## src/rtl/pattern_writer.sv

```systemverilog
`default_nettype none
// +----------------------------------------------------------------------------+
// | Module   : pattern_writer                                                  |
// | Brief    : Debounced store/clear front end that records switch patterns    |
// |            into a 16-entry pattern memory through a write port.            |
// | Revision : 1.0 - initial release                                           |
// +----------------------------------------------------------------------------+

module pattern_writer #(
    parameter int DB_CYCLES = 250000,
    parameter int DEPTH     = 16,
    parameter int WIDTH     = 5
) (
    input  logic                     clock,
    input  logic                     reset,
    input  logic [WIDTH-1:0]         sw,
    input  logic                     store,
    input  logic                     clear,
    output logic                     wr_en,
    output logic [$clog2(DEPTH)-1:0] wr_addr,
    output logic [WIDTH-1:0]         wr_data,
    output logic [$clog2(DEPTH):0]   count,
    output logic                     full,
    output logic                     busy
);

    localparam int c_AW    = $clog2(DEPTH);
    localparam int c_CW    = c_AW + 1;
    localparam int c_CNT_W = (DB_CYCLES > 1) ? $clog2(DB_CYCLES) : 1;
    localparam logic [c_CNT_W-1:0] c_CNT_MAX = c_CNT_W'(DB_CYCLES - 1);
    localparam logic [c_CW-1:0]    c_LAST    = c_CW'(DEPTH - 1);

    localparam int c_ST_W = 1;
    localparam logic [c_ST_W-1:0] c_ST_IDLE  = 1'b0;
    localparam logic [c_ST_W-1:0] c_ST_CLEAR = 1'b1;

    // Button index 0 is store, 1 is clear.
    logic [1:0]       w_btn_raw;
    logic [1:0]       w_press;
    logic [WIDTH-1:0] r_sw_s1;
    logic [WIDTH-1:0] r_sw_s2;

    assign w_btn_raw = {clear, store};

    always_ff @(posedge clock) begin
        if (reset) begin
            r_sw_s1 <= '0;
            r_sw_s2 <= '0;
        end else begin
            r_sw_s1 <= sw;
            r_sw_s2 <= r_sw_s1;
        end
    end

    for (genvar i = 0; i < 2; i++) begin : g_db
        logic               r_s1;
        logic               r_s2;
        logic               r_db;
        logic               r_db_prev;
        logic [c_CNT_W-1:0] r_cnt;

        always_ff @(posedge clock) begin
            if (reset) begin
                r_s1      <= 1'b0;
                r_s2      <= 1'b0;
                r_db      <= 1'b0;
                r_db_prev <= 1'b0;
                r_cnt     <= '0;
            end else begin
                r_s1      <= w_btn_raw[i];
                r_s2      <= r_s1;
                r_db_prev <= r_db;
                if (r_s2 == r_db) begin
                    r_cnt <= '0;
                end else if (r_cnt == c_CNT_MAX) begin
                    r_db  <= r_s2;
                    r_cnt <= '0;
                end else begin
                    r_cnt <= r_cnt + 1'b1;
                end
            end
        end

        assign w_press[i] = r_db & ~r_db_prev;
    end

    logic [c_ST_W-1:0] r_state;
    logic [c_ST_W-1:0] w_state_nxt;
    logic [c_AW-1:0]   r_ptr;
    logic [c_CW-1:0]   r_clr_addr;
    logic [c_CW-1:0]   r_count;
    logic              r_full;
    logic              r_busy;
    logic              r_wr_en;
    logic [c_AW-1:0]   r_wr_addr;
    logic [WIDTH-1:0]  r_wr_data;

    logic [c_AW-1:0]   w_ptr_nxt;
    logic [c_CW-1:0]   w_clr_addr_nxt;
    logic [c_CW-1:0]   w_count_nxt;
    logic              w_full_nxt;
    logic              w_busy_nxt;
    logic              w_wr_en_nxt;
    logic [c_AW-1:0]   w_wr_addr_nxt;
    logic [WIDTH-1:0]  w_wr_data_nxt;

    always_ff @(posedge clock) begin
        if (reset) begin
            r_state <= c_ST_IDLE;
        end else begin
            r_state <= w_state_nxt;
        end
    end

    // The clear walker runs one past the last address so that busy drops
    // together with the final write strobe rather than during it.
    always_comb begin
        w_state_nxt = r_state;
        case (r_state)
            c_ST_IDLE:  if (w_press[1]) w_state_nxt = c_ST_CLEAR;
            c_ST_CLEAR: if (r_clr_addr[c_AW]) w_state_nxt = c_ST_IDLE;
            default:    w_state_nxt = c_ST_IDLE;
        endcase
    end

    always_comb begin
        w_ptr_nxt      = r_ptr;
        w_clr_addr_nxt = r_clr_addr;
        w_count_nxt    = r_count;
        w_full_nxt     = r_full;
        w_busy_nxt     = r_busy;
        w_wr_en_nxt    = 1'b0;
        w_wr_addr_nxt  = r_wr_addr;
        w_wr_data_nxt  = r_wr_data;
        case (r_state)
            c_ST_IDLE: begin
                if (w_press[1]) begin
                    w_clr_addr_nxt = '0;
                    w_busy_nxt     = 1'b1;
                end else if (w_press[0] && !r_full) begin
                    w_wr_en_nxt   = 1'b1;
                    w_wr_addr_nxt = r_ptr;
                    w_wr_data_nxt = r_sw_s2;
                    w_ptr_nxt     = r_ptr + 1'b1;
                    w_count_nxt   = r_count + 1'b1;
                    w_full_nxt    = (r_count == c_LAST);
                end
            end
            c_ST_CLEAR: begin
                if (r_clr_addr[c_AW]) begin
                    w_ptr_nxt   = '0;
                    w_count_nxt = '0;
                    w_full_nxt  = 1'b0;
                    w_busy_nxt  = 1'b0;
                end else begin
                    w_wr_en_nxt    = 1'b1;
                    w_wr_addr_nxt  = r_clr_addr[c_AW-1:0];
                    w_wr_data_nxt  = '0;
                    w_clr_addr_nxt = r_clr_addr + 1'b1;
                end
            end
            default: ;
        endcase
    end

    always_ff @(posedge clock) begin
        if (reset) begin
            r_ptr      <= '0;
            r_clr_addr <= '0;
            r_count    <= '0;
            r_full     <= 1'b0;
            r_busy     <= 1'b0;
            r_wr_en    <= 1'b0;
            r_wr_addr  <= '0;
            r_wr_data  <= '0;
        end else begin
            r_ptr      <= w_ptr_nxt;
            r_clr_addr <= w_clr_addr_nxt;
            r_count    <= w_count_nxt;
            r_full     <= w_full_nxt;
            r_busy     <= w_busy_nxt;
            r_wr_en    <= w_wr_en_nxt;
            r_wr_addr  <= w_wr_addr_nxt;
            r_wr_data  <= w_wr_data_nxt;
        end
    end

    assign wr_en   = r_wr_en;
    assign wr_addr = r_wr_addr;
    assign wr_data = r_wr_data;
    assign count   = r_count;
    assign full    = r_full;
    assign busy    = r_busy;

endmodule

`default_nettype wire

```

## config.mk

```make
export PLATFORM = sky130hd
export DESIGN_NAME = pattern_writer
export DESIGN_NICKNAME = d
export VERILOG_FILES = /design/src/rtl/pattern_writer.sv
export SDC_FILE = /design/constraint.sdc
export NUM_CORES = 1
export LEC_CHECK = 0
export ABC_AREA = 1
export CELL_PAD_IN_SITES_DETAIL_PLACEMENT = 1
export CELL_PAD_IN_SITES_GLOBAL_PLACEMENT = 1
export CORE_MARGIN = 2
export CORE_UTILIZATION = 30
export CTS_BUF_LIST = sky130_fd_sc_hd__clkbuf_16
export DETAILED_ROUTE_END_ITERATION = 16
export PLACE_DENSITY_LB_ADDON = 0.1
export SLEW_MARGIN = 20
export SYNTH_ARGS = -nofsm -noshare
export SYNTH_HDL_FRONTEND = slang
export SYNTH_SLANG_ARGS = --single-unit
```

## constraint.sdc

```tcl
create_clock -name clock -period 1.5 [get_ports clock]
set_clock_uncertainty 0.1 [all_clocks]
set_input_delay 0.15 -clock clock [delete_from_list [all_inputs] [get_ports clock]]
set_output_delay 0.15 -clock clock [all_outputs]
set_load 0.1 [all_outputs]
```

Word level (Yosys, flattened, before mapping) --
Cells that the tools add are included.
Storage, ports and cells: input port bits 9, flip-flop bits (word level) 81, output and inout bits 17
Operators by class: reduce and logical (&&, ||, !) cells 10, add/subtract/negate cells 5, bitwise operators 7, equal/unequal tests 10, multiplexer cells 31
Operators with widths (count):
- 2-to-1 mux 5 bit | 8
- adder 18 x 1 -> 18 bit, second input constant | 2
- == test 18 bit, second input constant | 2
- one-hot mux 5 bit (2 select lines) | 3
- 2-to-1 mux 4 bit | 6
- one-hot mux 4 bit (2 select lines) | 2
- adder 5 x 1 -> 5 bit, second input constant | 2
- 2-to-1 mux 1 bit | 8
- != test 2 bit, second input constant | 4
- one-hot mux 1 bit (2 select lines) | 4
- AND reduction 2 bit | 4
- AND reduction 3 bit | 2
- OR reduction 3 bit | 2
- == test 5 x 4 -> 1 bit, second input constant | 1
- inverter 1 bit | 5
- adder 4 x 1 -> 4 bit, second input constant | 1
- AND 1 bit | 2
- == test 1 bit | 2
- != test 2 x 1 -> 1 bit, second input constant | 1
- logical AND 1 bit | 1
- zero test 1 bit | 1

Logic depth before layout (Yosys ltp) --
word-level depth 6, gate-level depth with buffers 9, depth with buffers taken out 9

Least setup slack after synthesis --
Ideal clock, no wire load.
path kind register to register, start point register r_count[0], in the netlist count[0], end point register r_count[4], in the netlist count[4], library setup time 71 ps, stages on the path, launching flop included 7, setup slack -756 ps, buffers on the path 0, arrival time 2086 ps, data required time 1329 ps, cell sequence dfxtp_1 -> ha_1 -> nand2_1 -> nor2_1 -> ha_1 -> or2_2 -> a21oi_1
On the way: word-level cells in the longest chain between the ends 4
RTL lines:
- start, declared | line 91 | logic [c_CW-1:0] r_count;
- start signal, assigned | line 179 | r_count <= w_count_nxt;
- adder 5 x 1 -> 5 bit | line 145 | w_count_nxt = r_count + 1'b1;
- 2-to-1 mux 5 bit | line 140 | end else if (w_press[0] && !r_full) begin
- 2-to-1 mux 5 bit | line 137 | if (w_press[1]) begin
- one-hot mux 5 bit (2 select lines) | line 135 | case (r_state)
Every way passes these cells. The select of a mux whose other input is x is not followed. A chain may end at the register's enable or synchronous reset.

Worst setup path in the final report --
start point register g_db[0].r_cnt[0], end point register g_db[0].r_cnt[17]
On the way: word-level cells in the longest chain between the ends 2, elaborated cells on any way between the ends 3
RTL lines:
- start, declared | line 60 | logic [c_CNT_W-1:0] r_cnt;
- start signal, assigned | line 79 | r_cnt <= r_cnt + 1'b1;
- parallel branches: the longest is 2 deep, another holds adder 18 x 1 -> 18 bit
Several ways; the timed one is not identified.

==> flow_summary.rst <==
.. list-table::
   :header-rows: 1

   * - Metric
     - Value
   * - Count of vias placed by the detailed router
     - 3307
   * - Worst hold slack after final layout
     - 0.218 ns
   * - Final critical delay including setup and external delays
     - 1.44 ns
   * - Global-route wire length before repair
     - between 15 and 20 mm
   * - Transition at the pin with the smallest max-transition slack
     - between 0.2 and 0.3 ns
   * - Die Wd
     - 113 µm
   * - Number of failing setup endpoints in the final timing report
     - 0
   * - Kind of end point of the critical path
     - flip-flop
   * - Area delta synth->final
     - 38.7%
   * - CP top delay family
     - simple AND/OR/NAND/NOR gates
   * - Async set-or-reset flop fraction in the synthesized netlist
     - 0%
   * - Register bit count reported by yosys
     - 81
   * - Post-synthesis adder-cell area fraction
     - under 10%
   * - CTS tree
     - built
   * - Detailed-routing iteration count for the pre-antenna-repair pass
     - 4
   * - Top cell type's share of synthesized area
     - a little under half
   * - Worst path slowest cell
     - sky130_fd_sc_hd__dfxtp_2
   * - Post-synthesis mux area share
     - 0%
   * - Share of layout cells above drive strength 1
     - 25.5%
   * - Cells taking the most area after synthesis
     - sky130_fd_sc_hd__dfxtp_1 45%, sky130_fd_sc_hd__nand2_1 12%, sky130_fd_sc_hd__nor2_1 9.8%
   * - Buffer cell driving the clock tree root
     - sky130_fd_sc_hd__clkbuf_16
   * - Post-synthesis simple-gate area fraction
     - around a third
   * - Syn nets
     - 519
   * - Sequential element share of the synthesized area
     - 45.3%
   * - Placement row count
     - 39
   * - Count of clock tree sinks
     - 81
   * - CTS hold repair buffers
     - 0
   * - RSZ-0062 raised after global routing
     - true
   * - Critical path start-end classification
     - reg -> reg
   * - Via count of the first global-routing pass
     - 3328
   * - Prevailing post-synth register cell
     - sky130_fd_sc_hd__dfxtp_1
   * - Buffers & Inverters on Critical Path
     - 1
   * - Routed len/inst
     - between 10 and 15 µm
   * - Final RePlAce weighted congestion
     - 0.744
   * - Synthesized netlist cell count
     - 504
   * - I/O Pins
     - 26
   * - Worst path cell trace
     - ha_4 > nand2_4 > nor2_4 > nand2_2 > nor2_4 > nand2_4 > buf_6 > nand3_2 > nor2_1
   * - Number of fill cells
     - 1402
   * - Number of flops mapped to enable cells by yosys
     - 0
   * - Compound-gate portion of the synthesized area
     - 6.77%
   * - Worst path max stage delay
     - 0.35 ns
   * - Largest net degree at the start of global routing
     - 19
   * - Final period util
     - a little over nine tenths
   * - Initial drt markers
     - 87
   * - Initial antenna violation count
     - 0
   * - XOR/XNOR share of the synthesized area
     - 4.16%
   * - Congestion Overflow GR
     - 0
   * - Clock latency reported for the late side of the worst-skew pair
     - 0.35 ns
   * - Hold WC Path Type
     - in -> reg
   * - Final-stage net count
     - 586
   * - Ys Warns
     - 0
   * - Total power draw
     - around 4.4 mW
   * - Area occupied by registers
     - 1650 µm²
   * - Yosys cell types
     - 26
   * - Fmax achieved
     - approximately 700 MHz
   * - CTS clock-pin slew for the worst setup and hold paths
     - about 0.07 ns
   * - Dominant cell by count in the synthesized netlist
     - sky130_fd_sc_hd__nand2_1
   * - Gr usage total
     - 15.3%
   * - Data required, critical path
     - 1.65 ns
   * - Max-slew headroom at the worst pin
     - 80.2%
   * - Die H
     - 113 µm
   * - Deepest level of the CTS H-tree
     - 3
   * - Number of CTS-inserted buffers
     - 9
   * - Data arrival at the endpoint of the critical path
     - 1.59 ns
   * - Footprint of the multi-input gates
     - 1890 µm²
   * - Cell Area, Synth
     - 3580 µm²
   * - Main combinational cell family by area after synthesis
     - simple AND/OR/NAND/NOR gates
   * - Port Buf Inserts
     - 25
   * - Detailed-route wire length
     - 9.07 mm
   * - Core area
     - 11500 µm²
   * - Clock Tree Buf Depth
     - 2
   * - CP startpoint kind
     - flip-flop
   * - Result of the run
     - completed
   * - Average via count per standard cell
     - 4.60
   * - DRC errors left
     - 0
   * - Worst voltage drop across the vdd grid
     - 0.481 mV
   * - DP Wirelength
     - 6.49 mm
   * - Count of maximum capacitance violations
     - 0
   * - Final ANT Viol Nets
     - 0
   * - Most common library cells after synthesis
     - 117 x sky130_fd_sc_hd__nand2_1, 94 x sky130_fd_sc_hd__nor2_1, 81 x sky130_fd_sc_hd__dfxtp_1
   * - Full die area
     - ~13000 µm²
   * - Ratio of total power to cell area
     - 887 nW/µm²
   * - Diodes inserted
     - 0
   * - Number of hold violations in the final report
     - 0
   * - Average cell area after synthesis
     - between 7 and 8 µm²
   * - Cell taking the most area after synthesis
     - sky130_fd_sc_hd__dfxtp_1
   * - Initial Util
     - 31.1%
   * - Top fanout value on the critical path
     - 4
   * - Count of pins over their slew limit
     - 0
   * - Static power due to leakage
     - 1.84 nW
## kinds of logic after synthesis
group,count (synthesis)
buffers and inverters,71
AND/OR/NAND/NOR,281
adder cells (fa/ha/maj),6
AO/OA/AOI/OAI,48
flip-flops,81
XOR/XNOR,17
## layout make-up
| type | count | share of cell area (%) |
|---|---|---|
| inverter | 61 | 4.61 |
| multi-input combinational | 353 | 38.0 |
| tap | 143 | 3.60 |
| clock buffer | 9 | 4.53 |
| timing repair buffer | 65 | 14.9 |
| clock inverter | 7 | 1.21 |
| sequential | 81 | 33.1 |
## metrics by stage
step | std cells | instance area [µm²] | setup TNS [ns] | utilization, % | setup slack [ns]
after floorplan | 504 | 3620 | -0.120 | - | -0.120
after global placement | 697 | 4430 | -1.11 | 38.5 | -0.109
after detailed placement | 697 | 4430 | -2.56 | 38.5 | -0.187
after CTS | 716 | 4830 | 0 | 41.9 | 0.0110
after global routing | 719 | 4970 | -0.0601 | 43.2 | -0.0213
final | 719 | 4970 | 0 | 43.2 | 0.0616
## per-layer routing
| metal | GRT usage, % | wire [µm] | vias up | share of wire (%) |
|---|---|---|---|---|
| li1 | - | - | 1703 | - |
| met1 | 19.8 | 4450 | 1558 | 49 |
| met2 | 24.4 | 4200 | 33 | 46 |
| met3 | 2.62 | 205 | 13 | 2.3 |
| met4 | 8.05 | 210 | 0 | 2.3 |
| met5 | 0 | 0 | - | 0 |
## report_power, final
group          internal (mW)  total [mW]  switching [mW]  leakage (nW)
registers               2.16        2.17         0.00668         0.662
logic                 0.0475       0.105          0.0575          1.04
clock network           1.15        2.14           0.987         0.139
total                   3.36        4.41            1.05          1.84
## path summary, 6_finish.rpt
kind                                                  start                      endpoint  slack, ns  depth (start not counted)
worst max-delay path            g_db[0].r_cnt[0]$_SDFF_PP0_  g_db[0].r_cnt[17]$_SDFF_PP0_       0.06                          9
worst min-delay path                                  sw[1]         r_sw_s1[1]$_SDFF_PP0_       0.22                          3
worst max register to register  g_db[0].r_cnt[0]$_SDFF_PP0_  g_db[0].r_cnt[17]$_SDFF_PP0_       0.06                          9
worst min register to register        r_sw_s1[2]$_SDFF_PP0_         r_sw_s2[2]$_SDFF_PP0_       0.30                          2
## worst min-delay path, stage by stage
cell                              delay, ns
sky130_fd_sc_hd__clkdlybuf4s50_1       0.40
sky130_fd_sc_hd__inv_1                 0.05
sky130_fd_sc_hd__nor2_1                0.03
## state kept, by name, indices dropped and copies added (netlist names), 4 cells and up
name	count
g_db.r_cnt	36
count	5
r_clr_addr	5
r_sw_s1	5
r_sw_s2	5
wr_data	5
r_ptr	4
wr_addr	4
## cells in the final DEF, fill, tap and decap left out, types with 8 or more instances in the layout
master                              n
sky130_fd_sc_hd__nand2_1          107
sky130_fd_sc_hd__nor2_1            85
sky130_fd_sc_hd__dfxtp_1           70
sky130_fd_sc_hd__inv_1             60
sky130_fd_sc_hd__buf_4             37
sky130_fd_sc_hd__a21oi_1           29
sky130_fd_sc_hd__nand3_1           24
sky130_fd_sc_hd__nor2_2            19
sky130_fd_sc_hd__buf_12            18
sky130_fd_sc_hd__xor2_1            15
sky130_fd_sc_hd__o21ai_0           13
sky130_fd_sc_hd__nand2_2           11
sky130_fd_sc_hd__nor2_4            11
sky130_fd_sc_hd__clkbuf_16          9
sky130_fd_sc_hd__clkdlybuf4s50_1    8
## timing repair
action / in CTS / in global routing
setup buffers: 2 / 3
pin swaps: 6 / 12
resized for setup: 19 / 36
endpoints found under the setup margin: 48 / 38
cloned: 1 / 0
(Power assumes the default switching activity.)
